--- src/rtl/fmadd_seq_ctrl.sv ---
// Sequencing controller for the single-precision FMADD datapath: request handshake, stage enables, response.
// Optional watchdog on the multiplier wait compiled in with FMADD_SEQ_CTRL_WDOG_EN.
module fmadd_seq_ctrl #(
  parameter int STD      = 31,
  parameter int OPW      = 2,
  parameter int WDOG_CYC = 15
) (
  input  logic           clk,
  input  logic           rst_l,
  input  logic           req_valid,
  output logic           req_ready,
  input  logic [OPW-1:0] req_op,
  input  logic [2:0]     req_rm,
  input  logic [STD:0]   req_a,
  input  logic [STD:0]   req_b,
  input  logic [STD:0]   req_c,
  input  logic           flush,
  output logic [STD:0]   op_a,
  output logic [STD:0]   op_b,
  output logic [STD:0]   op_c,
  output logic [2:0]     op_rm,
  output logic           op_neg_prod,
  output logic           op_neg_add,
  output logic           mul_start,
  input  logic           mul_done,
  output logic           pn_en,
  output logic           add_en,
  output logic           rnd_en,
  output logic           rsp_valid,
  input  logic           rsp_ready,
  output logic           rsp_err,
  output logic           busy
);

  localparam logic [2:0] S_IDLE  = 3'd0;
  localparam logic [2:0] S_START = 3'd1;
  localparam logic [2:0] S_WAIT  = 3'd2;
  localparam logic [2:0] S_PN    = 3'd3;
  localparam logic [2:0] S_ADD   = 3'd4;
  localparam logic [2:0] S_RND   = 3'd5;
  localparam logic [2:0] S_RESP  = 3'd6;

  logic [2:0] state_r;
  logic [2:0] state_nxt_s;
  logic       accept_s;
  logic       timeout_s;
  logic       wdog_hit_s;

  function automatic logic neg_prod_f(input logic [OPW-1:0] op);
    return op[1];
  endfunction

  function automatic logic neg_add_f(input logic [OPW-1:0] op);
    return op[0] ^ op[1];
  endfunction

  // Next-state decode; flush overrides every transition, including the response handshake.
  always_comb begin
    state_nxt_s = state_r;
    accept_s    = 1'b0;
    timeout_s   = 1'b0;
    if (flush) begin
      state_nxt_s = S_IDLE;
    end else begin
      case (state_r)
        S_IDLE: begin
          if (req_valid) begin
            accept_s    = 1'b1;
            state_nxt_s = S_START;
          end else begin
            state_nxt_s = S_IDLE;
          end
        end
        S_START: state_nxt_s = S_WAIT;
        S_WAIT: begin
          if (mul_done) begin
            state_nxt_s = S_PN;
          end else if (wdog_hit_s) begin
            timeout_s   = 1'b1;
            state_nxt_s = S_RESP;
          end else begin
            state_nxt_s = S_WAIT;
          end
        end
        S_PN:  state_nxt_s = S_ADD;
        S_ADD: state_nxt_s = S_RND;
        S_RND: state_nxt_s = S_RESP;
        S_RESP: begin
          if (rsp_ready) begin
            state_nxt_s = S_IDLE;
          end else begin
            state_nxt_s = S_RESP;
          end
        end
        default: state_nxt_s = S_IDLE;
      endcase
    end
  end

  // State, registered stage strobes/handshake outputs, and operand latch on accept.
  always_ff @(posedge clk or negedge rst_l) begin
    if (!rst_l) begin
      state_r     <= S_IDLE;
      req_ready   <= 1'b1;
      busy        <= 1'b0;
      mul_start   <= 1'b0;
      pn_en       <= 1'b0;
      add_en      <= 1'b0;
      rnd_en      <= 1'b0;
      rsp_valid   <= 1'b0;
      op_a        <= '0;
      op_b        <= '0;
      op_c        <= '0;
      op_rm       <= 3'd0;
      op_neg_prod <= 1'b0;
      op_neg_add  <= 1'b0;
    end else begin
      state_r   <= state_nxt_s;
      req_ready <= (state_nxt_s == S_IDLE);
      busy      <= (state_nxt_s != S_IDLE);
      mul_start <= (state_nxt_s == S_START);
      pn_en     <= (state_nxt_s == S_PN);
      add_en    <= (state_nxt_s == S_ADD);
      rnd_en    <= (state_nxt_s == S_RND);
      rsp_valid <= (state_nxt_s == S_RESP);
      if (accept_s) begin
        op_a        <= req_a;
        op_b        <= req_b;
        op_c        <= req_c;
        op_rm       <= req_rm;
        op_neg_prod <= neg_prod_f(req_op);
        op_neg_add  <= neg_add_f(req_op);
      end else begin
        op_a        <= op_a;
        op_b        <= op_b;
        op_c        <= op_c;
        op_rm       <= op_rm;
        op_neg_prod <= op_neg_prod;
        op_neg_add  <= op_neg_add;
      end
    end
  end

`ifdef FMADD_SEQ_CTRL_WDOG_EN
  localparam int CNT_W = $clog2(WDOG_CYC + 1);

  logic [CNT_W-1:0] wdog_cnt_r;
  logic [CNT_W-1:0] wdog_inc_s;

  assign wdog_inc_s = wdog_cnt_r + CNT_W'(1);
  // Fires on the WAIT cycle whose increment would bring the count up to the limit.
  assign wdog_hit_s = (state_r == S_WAIT) && (wdog_inc_s == CNT_W'(WDOG_CYC));

  // Counts WAIT cycles without mul_done; held at zero outside WAIT so every entry starts fresh.
  always_ff @(posedge clk or negedge rst_l) begin
    if (!rst_l) begin
      wdog_cnt_r <= '0;
    end else if (state_r != S_WAIT) begin
      wdog_cnt_r <= '0;
    end else if (!mul_done) begin
      wdog_cnt_r <= wdog_inc_s;
    end else begin
      wdog_cnt_r <= wdog_cnt_r;
    end
  end

  // Error flag rides along with the timed-out response and drops when RESP is left.
  always_ff @(posedge clk or negedge rst_l) begin
    if (!rst_l) begin
      rsp_err <= 1'b0;
    end else if (state_nxt_s == S_RESP) begin
      rsp_err <= rsp_err | timeout_s;
    end else begin
      rsp_err <= 1'b0;
    end
  end
`else
  assign wdog_hit_s = 1'b0;
  assign rsp_err    = 1'b0;
`endif

endmodule

--- config.mk ---
export PLATFORM = sky130hd
export DESIGN_NAME = fmadd_seq_ctrl
export DESIGN_NICKNAME = d
export VERILOG_FILES = /design/src/rtl/fmadd_seq_ctrl.sv
export SDC_FILE = /design/constraint.sdc
export NUM_CORES = 1
export LEC_CHECK = 0
export ABC_AREA = 1
export BUFFER_PORTS_ARGS = -buffer_cell sky130_fd_sc_hd__buf_2
export CORE_MARGIN = 3
export CORE_UTILIZATION = 35
export CTS_BUF_LIST = sky130_fd_sc_hd__clkbuf_16
export CTS_CLUSTER_DIAMETER = 60
export DETAILED_ROUTE_END_ITERATION = 10
export PLACE_DENSITY = 0.69
export REMOVE_ABC_BUFFERS = 1
export SKIP_LAST_GASP = 1
export SYNTH_ARGS = -nofsm -noshare
export SYNTH_HDL_FRONTEND = slang
export SYNTH_SLANG_ARGS = --single-unit
--- constraint.sdc ---
create_clock -name clk -period 1.4 [get_ports clk]
set_clock_uncertainty 0.05 [all_clocks]
set_input_delay 0.42 -clock clk [delete_from_list [all_inputs] [get_ports clk]]
set_output_delay 0.42 -clock clk [all_outputs]
set_load 0.05 [all_outputs]
==> flow_summary.toml, run 1 <==
[power]
leakagePower_nw = 3.865
peakVddDrop_v = 0.001010
pwr_density_cell_nw_per_um2 = 1912
total_power_w = 0.01307

[worst_setup_path]
cpPeakStageDelay_ns = 0.54
cp-end-kind = "output port"
crit_type = "reg2out"
rr_worst_depth = 6
slowest_stage = "dfstp_2"
cp_num_cells = 1
cp_top_family = "flip-flops"
crit_required_ns = 0.93
crit_path_cell_trace = "buf_8"
startpoint_type = "flip-flop"
cp_max_fo = 1
arrival_ns = 1.02
path_buf_inv = 1

[die]
num_io_pins = 216
die_x_um = 116.4
dieHeight_um = 116.4
dieArea_um2 = 13560
initial_core_util_pct = 36.61
core-area_um2 = 11660
rows = 39

[logic_synthesis]
syn_avg_cell_area_um2 = 8.950
synth_area_um2 = 4269
synth.distinct_cells = 16
syn_inst = 477
ys_ff_latch = 111
yosys_warnings = 0
synth_seq_area_share_pct = 65.09

[route]
drt-initial-drc-count = 272
wl_per_cell_um = 14.83
drcViolationCount = 0
vias = 3999
via_per_inst = 4.607
wl_um = 12870
firstDrtPassIters = 4
ant_nets = 0

[layout]
layout-drive-gt1-share_pct = 38.21
diodes = 0
final_nets = 827
postLayoutCoreUtil_pct = 58.61
design_area_um2 = 6835
instances_no_fill = 868
area_growth_pct = 60.11
final_cell_mix = "311 x nand2_1, 110 x dfrtp_1, 108 x buf_6"
final_common_cell = "nand2_1"
nFillCells = 959

[placement]
portBuffers = 214
dp_hpwl_um = 7861
gp_congestion = 0.8360
place_inst = 822
placed_cell_area_um2 = 5510

[timing]
fin_crit_ns = 1.488
fmax_ghz = 0.6721
drv_slew = 0
fin_tns_setup_ns = -0.08798
setup_viol = 1
period_share_pct = 106.3
hold_viol = 0
rsz0062_at_grt = "yes"
worst_slack_ns = -0.08798

[cts]
path_clk_slew_ns = 0.07
numCtsBuffers = 9
cts_root_buf = "clkbuf_16"
cts.path.max_buffers = 2
ctsHoldBuffers = 0
cts_tree = "built"
cts.sinks = 111
clock_latency_ns = 0.34
cts_htree_levels = 3

[global_routing]
grt_pass1_vias = 3985
grt_use_total_pct = 17.57
grt_start_max_net_pins = 59
grt_antenna_before_repair = 0
grt_pass1_wl_um = 18910
overflow = 0

[status]
status = "finished, violations left"
violations = "negative setup slack"

[min_path]
worst_hold_path_type = "in2async"

[run]
maxCapViolations = 0
cells in the mapped netlist:
master    number  area [µm²]
dfrtp_1      110        2753
nand4_1        1       6.260
xnor2_1        1       8.760
nand4_2        1       12.51
nand3_1        5       25.02
clkbuf_1       2       7.510
nor2_1         8       30.03
dfstp_2        1       26.28
buf_2         10       50.05
buf_4          1       7.510
o21ai_0        2       10.01
nand2_1      313        1175
conb_1         1       3.750
inv_2          1       3.750
buf_6         10       112.6
inv_1         10       37.54
power by group:
part           internal, W  switching (W)
clock network      0.00156        0.00114
registers          0.00394       0.000578
logic              0.00213        0.00372
total              0.00763        0.00544
path summary, 6_finish.rpt:
kind | from | end | slack (ns)
worst max-delay path | req_ready | req_ready | -0.09
worst min-delay path | rst_l | op_b[3] | 0.02
worst max register to register | state_r[0] | op_b[9] | 0.05
worst min register to register | op_a[8] | op_a[8] | 0.46
max in group asynchronous | rst_l | req_ready | 0.97
min in group clk | req_c[19] | op_c[19] | 0.21
stage by stage:
step	worst slack [ns]	hold slack, ns
3_3_place_gp	-0.02395	0.3966
4_1_cts	-0.1142	0.02266
5_1_grt	-0.1329	0.03948
2_1_floorplan	-2.216	0.07441
3_5_place_dp	-0.06045	0.3977
6_report	-0.08798	0.01817
repair_timing:
item | in CTS | in global routing
setup buffers | 2 | 24
setup endpoints to repair | 207 | 157
pin swaps | 1 | 1
resized for setup | 205 | 25
cloned | 2 | 3
layout make-up:
type	instances	area [µm²]	share of cell area (%)
inverter	11	46.29	0.6773
clock inverter	7	88.84	1.300
sequential	111	2779	40.66
multi-input combinational	332	1295	18.95
tap	143	178.9	2.618
clock buffer	9	225.2	3.295
timing repair buffer	255	2222	32.51
kinds of logic after synthesis:
kind of cell	share of synthesized area, %
AND/OR/NAND/NOR	29.25
flip-flops	65.09
buffers and inverters	5.129
AO/OA/AOI/OAI	0.2345
XOR/XNOR	0.2052
other	0.08784
routing by layer:
layer  share of wire, %  wire length (µm)  GRT usage, %  up-vias
met1                 39              5081         21.00     1918
met2                 52              6668         30.78      154
met3                7.1               913         4.352       19
met5                  0                 0             0        -
li1                   -                 -             -     1908
met4                1.6               208         6.187        0
registers in the layout (all words and copies together), names as in the netlist:
signal       cells
add_en           1
busy             1
mul_start        1
op_a            32
op_b            32
op_c            32
op_neg_add       1
op_neg_prod      1
op_rm            3
pn_en            1
req_ready        1
rnd_en           1
rsp_valid        1
state_r          3
Note: power is estimated with default switching activity, not from simulation.
==> inputs of run 2 (changes only) <==
--- a/config.mk
+++ b/config.mk
@@ -6,14 +6,15 @@
 export NUM_CORES = 1
 export LEC_CHECK = 0
 export ABC_AREA = 1
-export BUFFER_PORTS_ARGS = -buffer_cell sky130_fd_sc_hd__buf_2
 export CORE_MARGIN = 3
 export CORE_UTILIZATION = 35
 export CTS_BUF_LIST = sky130_fd_sc_hd__clkbuf_16
 export CTS_CLUSTER_DIAMETER = 60
 export DETAILED_ROUTE_END_ITERATION = 10
-export PLACE_DENSITY = 0.69
+export DONT_BUFFER_PORTS = 1
+export PLACE_DENSITY = 0.54
 export REMOVE_ABC_BUFFERS = 1
+export SETUP_SLACK_MARGIN = 0.1
 export SKIP_LAST_GASP = 1
 export SYNTH_ARGS = -nofsm -noshare
 export SYNTH_HDL_FRONTEND = slang
==> run 2 against run 1 <==
  * The flow finishes with violations (negative hold slack, negative setup slack)
  * Clock power fell by 17%
  * Combinational power fell by 1%
  * Utilization rose by 4.6 points
  * Count of clock-buffer cells in the layout did not move
  * Sequential cell count did not move
  * Die area did not move
  * Cell area rose by 7.9%
  * Critical path type unchanged
==> flow_summary.toml, run 2 (same netlist as run 1, synthesis figures left out) <==
[global_routing]
grt_pass1_wl_um = 19910
grt_use_total_pct = 19.78
grt_antenna_before_repair = 0
overflow = 0
grt_start_max_net_pins = 112
grt_pass1_vias = 3642

[cts]
clock_latency_ns = 0.35
numCtsBuffers = 9
cts_htree_levels = 3
cts_tree = "built"
cts_root_buf = "clkbuf_16"
path_clk_slew_ns = 0.07
cts.path.max_buffers = 2
cts.sinks = 111

[placement]
dp_hpwl_um = 7003
dp_slack_ns = -0.05016
placed_cell_area_um2 = 5042
place_inst = 692
gp_congestion = 0.8014
portBuffers = 0

[layout]
diodes = 0
multi_input_area_um2 = 2127
layout-drive-gt1-share_pct = 62.60
regArea_um2 = 2813
final_common_cell = "nand2_2"
instances_no_fill = 750
reg_top3 = "op_a x32, op_b x32, op_c x32"
area_growth_pct = 72.68
nFillCells = 882
design_area_um2 = 7372
final_nets = 710
final_cell_mix = "127 x nand2_2, 120 x nand2_1, 88 x buf_6"

[worst_setup_path]
startpoint = "req_ready"
cp_max_fo = 1
rr_worst_depth = 7
crit_required_ns = 0.93
arrival_ns = 1.04
cp_num_cells = 0
endpoint = "req_ready"
cp-end-kind = "output port"
crit_type = "reg2out"
reg2reg_from = "state_r[0]"
rrSetupSlack_ns = -0.08
worst_r2r_endpoint = "op_c[20]"
startpoint_type = "flip-flop"

[timing]
fmax_ghz = 0.6634
worst_slack_ns = -0.1073
fin_hold_ws_ns = -0.2855
fin_crit_ns = 1.507
fin_tns_setup_ns = -1.683
hold_viol = 111
period_share_pct = 107.7
setup_viol = 79
rsz0062_at_grt = "yes"
drv_slew = 0

[route]
wl_per_cell_um = 19.95
drcViolationCount = 0
vias = 3658
firstDrtPassIters = 4
via_per_inst = 4.877
wl_um = 14970
ant_nets = 0
drt-initial-drc-count = 183

[die]
initial_core_util_pct = 36.61
dieArea_um2 = 13560
rows = 39
num_io_pins = 216
die_x_um = 116.4
dieHeight_um = 116.4
core-area_um2 = 11660

[min_path]
worst_hold_path_type = "in2async"

[power]
total_power_w = 0.01311
peakVddDrop_v = 0.0008624
pwr_density_cell_nw_per_um2 = 1778
leakagePower_nw = 3.727

[status]
status = "finished, violations left"
violations = "negative hold slack, negative setup slack"

[run]
maxCapViolations = 0
-- run 2: cell types whose count changed in the layout (fill, tap and decap cells not counted), sizes merged --
| cell | before | now |
|---|---|---|
| clkinvlp | 2 | 0 |
| bufinv | 2 | 0 |
| clkbuf | 11 | 13 |
| inv | 12 | 14 |
| clkinv | 2 | 3 |
| buf | 253 | 134 |
-- run 2: metrics by stage --
| step | util [%] | hold slack (ns) |
|---|---|---|
| floorplan | - | 0.07441 |
| global placement | 43.24 | 0.07759 |
| detailed placement | 43.24 | 0.07782 |
| CTS | 57.05 | -0.3025 |
| global route | 63.21 | -0.3063 |
| finish | 63.21 | -0.2855 |
-- run 2: how the worst min path moves through the flow --
stage | cells after the start | slack [ns] | from | endpoint
finish | 0 | -0.29 | rst_l | op_b[28]
floorplan | 0 | 0.07 | rst_l | add_en
global route | 0 | -0.31 | rst_l | op_b[12]
CTS | 0 | -0.30 | rst_l | op_a[3]
global placement | 0 | 0.08 | rst_l | op_a[3]
detailed placement | 0 | 0.08 | rst_l | op_a[3]
-- run 2: timing repair --
item                                    CTS  global route
endpoints found under the setup margin  210           219
buffers inserted                         17             8
endpoints found under the hold margin   111           111
resized for setup                       210           217
pin swaps                                50            64
cloned                                   21             6
-- run 2: layout make-up --
| class | count | share of cell area (%) |
|---|---|---|
| multi-input combinational | 332 | 28.85 |
| clock buffer | 9 | 3.055 |
| sequential | 111 | 38.15 |
| timing repair buffer | 138 | 26.61 |
| inverter | 11 | 0.5940 |
| tap | 143 | 2.427 |
| clock inverter | 6 | 0.3055 |
-- run 2: metal layers --
metal	global-route usage [%]	vias to the layer above	part of all wire, %
li1	-	1693	-
met1	23.55	1800	38
met5	0	-	0
met3	6.425	14	7.8
met2	33.30	151	53
met4	7.657	0	1.3
-- run 2: power breakdown --
part	internal [W]	leakage, nW	switching [W]	total, W
sequential	0.00397	1.35	0.00113	0.00509
combinational	0.00220	2.24	0.00356	0.00577
clock	0.00116	0.132	0.00109	0.00225
total	0.00733	3.73	0.00578	0.0131
